`config.mk`:
```
export PLATFORM = sky130hd
export DESIGN_NAME = data_bus_arbiter
export DESIGN_NICKNAME = d
export VERILOG_FILES = /design/src/rtl/data_bus_pkg.sv /design/src/rtl/rr_arbiter.sv /design/src/rtl/data_bus_arbiter.sv
export SDC_FILE = /design/constraint.sdc
export NUM_CORES = 1
export LEC_CHECK = 0
export CAP_MARGIN = 20
export CORE_ASPECT_RATIO = 0.5
export CORE_MARGIN = 8
export CORE_UTILIZATION = 55
export CTS_BUF_LIST = sky130_fd_sc_hd__clkbuf_2
export DETAILED_ROUTE_END_ITERATION = 8
export DONT_BUFFER_PORTS = 1
export PLACE_DENSITY = 0.78
export SLEW_MARGIN = 20
export SYNTH_ARGS = -nofsm -noshare
export SYNTH_HDL_FRONTEND = slang
export SYNTH_SLANG_ARGS = --single-unit
```
`constraint.sdc`:
```
create_clock -name clk -period 2.8 [get_ports clk]
set_clock_uncertainty 0.15 [all_clocks]
set_input_delay 0.56 -clock clk [delete_from_list [all_inputs] [get_ports clk]]
set_output_delay 0.56 -clock clk [all_outputs]
set_load 0.01 [all_outputs]
```
`src/rtl/data_bus_pkg.sv`:
```
// Shared types and constants for the data bus arbiter.
// Holds the FSM state encoding and a constant-safe clog2 helper.
package data_bus_pkg;

    typedef enum logic {
        IDLE  = 1'b0,
        DRIVE = 1'b1
    } state_t;

    function automatic int clog2(input int value);
        int r;
        r = 0;
        while ((1 << r) < value) r++;
        return r;
    endfunction

endpackage

```
`src/rtl/rr_arbiter.sv`:
```
// Round-robin winner search starting one past last_grant, wrapping to 0.
// Latency: combinational. Backpressure: none, pure function of inputs.
module rr_arbiter
    import data_bus_pkg::*;
#(
    parameter int CHANNELS = 4,
    parameter int SW       = clog2(CHANNELS)
) (
    input  logic [CHANNELS-1:0] req,
    input  logic [SW-1:0]       last_grant,
    output logic [CHANNELS-1:0] winner,
    output logic [SW-1:0]       index,
    output logic                any
);

    int            pos;
    logic [SW-1:0] idx;

    always_comb begin
        winner = '0;
        index  = '0;
        any    = 1'b0;
        pos    = 0;
        idx    = '0;
        // Offsets 1..CHANNELS so last_grant itself is checked last.
        for (int k = 1; k <= CHANNELS; k++) begin
            pos = (int'(last_grant) + k) % CHANNELS;
            idx = SW'(pos);
            if (!any && req[idx]) begin
                any         = 1'b1;
                winner[idx] = 1'b1;
                index       = idx;
            end
        end
    end

endmodule

```
`src/rtl/data_bus_arbiter.sv`:
```
// Multi-channel bus arbiter: fixed-select or round-robin onto one registered word.
// Latency: 1 cycle request-to-valid; back-to-back loads on transfer without a bubble.
// Backpressure: d/grant/valid held while ready=0; inputs ignored until the transfer.
module data_bus_arbiter
    import data_bus_pkg::*;
#(
    parameter int WIDTH    = 8,
    parameter int CHANNELS = 4,
    parameter int SW       = clog2(CHANNELS)
) (
    input  logic                      clk,
    input  logic                      rst,
    input  logic [CHANNELS-1:0]       req,
    input  logic [CHANNELS*WIDTH-1:0] i,
    input  logic                      mode,
    input  logic [SW-1:0]             sel,
    input  logic                      ready,
    output logic [WIDTH-1:0]          d,
    output logic                      valid,
    output logic [CHANNELS-1:0]       grant
);

    state_t              state, state_nxt;
    logic [SW-1:0]       last_grant, last_grant_nxt;
    logic [WIDTH-1:0]    d_nxt;
    logic [CHANNELS-1:0] grant_nxt;
    logic                valid_nxt;

    logic [WIDTH-1:0]    chan_dat [CHANNELS];
    logic [CHANNELS-1:0] fix_oh;
    logic [CHANNELS-1:0] rr_oh;
    logic [SW-1:0]       rr_idx;
    logic                rr_any;

    logic [CHANNELS-1:0] win_oh;
    logic [SW-1:0]       win_idx;
    logic                qual;
    logic                load;

    // Widened compare keeps an out-of-range sel from matching any channel.
    for (genvar g = 0; g < CHANNELS; g++) begin : g_chan
        assign chan_dat[g] = i[g*WIDTH +: WIDTH];
        assign fix_oh[g]   = ({1'b0, sel} == (SW+1)'(g));
    end

    rr_arbiter #(
        .CHANNELS (CHANNELS),
        .SW       (SW)
    ) u_rr (
        .req        (req),
        .last_grant (last_grant),
        .winner     (rr_oh),
        .index      (rr_idx),
        .any        (rr_any)
    );

    always_comb begin
        win_oh  = mode ? rr_oh  : (fix_oh & req);
        win_idx = mode ? rr_idx : sel;
        qual    = mode ? rr_any : |(fix_oh & req);
        load    = qual && ((state == IDLE) || ready);
    end

    always_ff @(posedge clk) begin
        if (rst) state <= IDLE;
        else     state <= state_nxt;
    end

    always_comb begin
        state_nxt      = state;
        d_nxt          = d;
        grant_nxt      = grant;
        valid_nxt      = valid;
        last_grant_nxt = last_grant;

        case (state)
            IDLE: begin
                if (qual) state_nxt = DRIVE;
            end
            DRIVE: begin
                if (ready && !qual) begin
                    state_nxt = IDLE;
                    grant_nxt = '0;
                    valid_nxt = 1'b0;
                end
            end
            default: state_nxt = IDLE;
        endcase

        if (load) begin
            d_nxt     = chan_dat[win_idx];
            grant_nxt = win_oh;
            valid_nxt = 1'b1;
            if (mode) last_grant_nxt = rr_idx;
        end
    end

    always_ff @(posedge clk) begin
        if (rst) begin
            d          <= '0;
            grant      <= '0;
            valid      <= 1'b0;
            last_grant <= SW'(CHANNELS - 1);
        end else begin
            d          <= d_nxt;
            grant      <= grant_nxt;
            valid      <= valid_nxt;
            last_grant <= last_grant_nxt;
        end
    end

endmodule
```
==> results.toml <==
[status]
run_status = "finished clean"

[yosys]
total_of_flip_flops_plus_latches_after_synthesis = 16
yosys.area.top_type_share_pct = 19.6
synth_fp_nets = 243
netlist_top_cells_area = "dfxtp_1 (20%), mux2i_1 (6.7%), ha_1 (6.1%)"
synth_area_leader_cell = "dfxtp_1"
ys_warn_count = 0
count_of_flip_flops_with_a_built_in_enable_after_synthesis = 0
avgSynthCellArea_um2 = 8.47
synth_seq_area_share_pct = 19.6
synth-main-ff-cell = "dfxtp_1"
post_synth_num_cell_types = 48
syn_inst = 193
synthArstFlopShare_pct = 0
syn-cell-area_um2 = 1630

[routing]
drt_wl_total_um = 4290
iter_0_drt_violations = 108
routed_via_density = 6.29
drt_drc_violations_left = 0
vias = 1479
antenna_violating_nets_remaining = 0
dr.pass1.iters = 4
drt_wl_cell_um = 18.2

[sta]
period_minus_slack_ns = 2.72
hold_viol_final = 0
fin_hold_ws_ns = 0.197
fin_setup_tns_ns = 0
grt_setup_unrepaired = "no"
max_freq_ghz = 0.368
setup_violations = 0
fin_ws_ns = 0.0825
slew_headroom_pct = 76.6
slew_viol_final = 0
min_period_over_period_pct = 97.1
timing_worst_slew_pin_value_ns = 0.349

[global_route]
gr-usage-all-layers_pct = 16.9
via_count_of_the_first_global_routing_pass = 1437
grtUsageMet1_pct = 20.6
grt_most_used_layer = "met2"
antenna_violations_before_repair = 0
largest_net_degree_at_the_start_of_global_routing = 17
wire_length_of_the_first_global_routing_pass_um = 7000
gr_ovfl_total = 0
grt_util_met3_pct = 3.69
groute.layer.met2.usage_pct = 29.9

[setup_path]
timing.rr.end = "d[5]"
worst_ep_arrival_time_ns = 2.73
critical_path.reg2reg.startpoint = "last_grant[1]"
cpPeakStageDelay_ns = 0.55
critical_path_buf_inv_count = 3
worst-setup-path-type = "register to register"
setup.worst_path.start_class = "register"
slowest_stage = "mux4_2"
crit_chain = "inv_1 > ha_4 > mux4_2 > nor2b_4 > o211ai_4 > a31oi_4 > buf_2 > buf_4 > a221o_1"
critical_path.endpoint_type = "register"
reg2regPathDepth = 9
timing.critical_path.max_delay_family = "compound AO/OA/AOI/OAI gates"
r2r_setup_slack_ns = 0.08
critical_path.max_fanout = 7
worst-endpoint-required_ns = 2.81

[clock_network]
clock_tree.htree_level_count = 1
cts.hold.buffers_added = 0
cts_tree = "built"
cts.path.max_buffers = 2
path_clk_slew_ns = 0.15
numCtsBuffers = 3
clkLatencyLatePin_ns = 0.27
buffer_cell_driving_the_clock_tree_root = "clkbuf_2"
clkSinkCount = 16

[power_and_ir_drop]
peakVddDrop_mv = 0.214
power.static_leakage_nw = 0.683
p_per_area_nw_per_um2 = 480

[worst_hold_path]
whs_path_depth = 1
worstHoldPathType = "input pin to register"
min_to = "grant[2]"
worst_hold_startpoint = "rst"

[final_layout]
count_of_inserted_antenna_diode_cells = 0
final_layout_size_suffix_gt1_share_pct = 22.6
postLayoutCoreUtil_pct = 57.4
final_common_cell = "nor2_1"
finish.net_count = 247
commonest_cells_after_routing_fill_and_taps_aside = "nor2_1 (22), nand2_1 (20), a21oi_1 (19)"
flow.area_growth_from_synthesis_pct = 2.22

[place]
dp_hpwl_um = 3160
buffer_ports.inserted = 0
placement.setup.worst_slack_ns = -0.0136
globalplace.congestion = 0.892

[flow_run]
drv.max_cap_violation_count = 0

[floorplan]
floorplan.core_area_um2 = 2910
initial_core_util_pct = 56.2
floorplan.die.width_um = 93.1
fp.dieArea_um2 = 5080
dieHeight_um = 54.5
row_count = 14
pin_count = 55
==> report_power, final <==
part / total [mW] / internal [mW] / switching, mW
logic: 0.414 / 0.194 / 0.219
clock network: 0.0936 / 0.0293 / 0.0644
registers: 0.294 / 0.260 / 0.0338
==> kinds of logic after synthesis <==
| logic type | Yosys count | synth area share (%) |
|---|---|---|
| DFF | 16 | 19.6 |
| muxes | 17 | 12.9 |
| AOI/OAI and AO/OA | 50 | 24.3 |
| buffers and inverters | 19 | 9.57 |
| adders and majority gates | 8 | 6.13 |
| and+or+nand+nor | 83 | 27.5 |
==> area by class of cell <==
| class | instances | area [um2] |
|---|---|---|
| fillers | 276 | 1240 |
| multi-input cells | 158 | 1170 |
| flip-flops and latches | 16 | 320 |
| repair buffers | 13 | 95.1 |
| well taps | 40 | 50.0 |
| inverters | 5 | 18.8 |
| clock buffers | 3 | 15.0 |
==> cells in the mapped netlist (2+ instances only) <==
master,number
a211o_1,2
a21oi_1,19
a221o_1,8
a22o_2,4
a311o_1,2
and2_1,2
and2b_1,2
buf_4,5
buf_6,8
dfxtp_1,16
ha_1,8
inv_1,4
mux2_2,3
mux2i_1,11
mux4_2,3
nand2_1,20
nand3_1,5
nor2_1,22
nor2b_1,8
nor3_2,2
nor4_1,6
nor4_2,2
o2111ai_1,2
o21ai_0,2
o21ai_1,2
or3_1,2
or4_1,2
==> through the flow <==
step,power [mW],area [um2],instances
4_1_cts,0.794,1660,235
3_3_place_gp,0.679,1610,228
6_report,0.801,1670,235
5_1_grt,0.853,1670,235
2_1_floorplan,0.638,1630,193
3_5_place_dp,0.686,1610,228
==> worst max-delay path by stage <==
stage | depth (start not counted) | to | startpoint | slack, ns
floorplan | 11 | d[6] | last_grant[1] | 0.005
finish | 9 | d[5] | last_grant[1] | 0.08
detailed placement | 8 | d[3] | last_grant[0] | -0.01
global placement | 8 | d[3] | last_grant[0] | 0.08
CTS | 9 | d[5] | last_grant[1] | 0.005
global route | 9 | d[0] | last_grant[1] | 0.007
==> sequential cells by signal (all words and copies together) (netlist names) <==
register    flops
d               8
grant           4
last_grant      2
state           1
valid           1
==> layer usage <==
layer	vias to the layer above	wire length [um]
met1	705	1940
met2	52	1980
met5	-	0
met3	4	318
li1	718	-
met4	0	48
==> timing repair <==
action                     4_1_cts  5_1_grt
buffers inserted                 4        0
pin swaps                        1        1
gates resized for setup          1        2
setup endpoints to repair        8        8
Power figures use the tool's default switching activity.
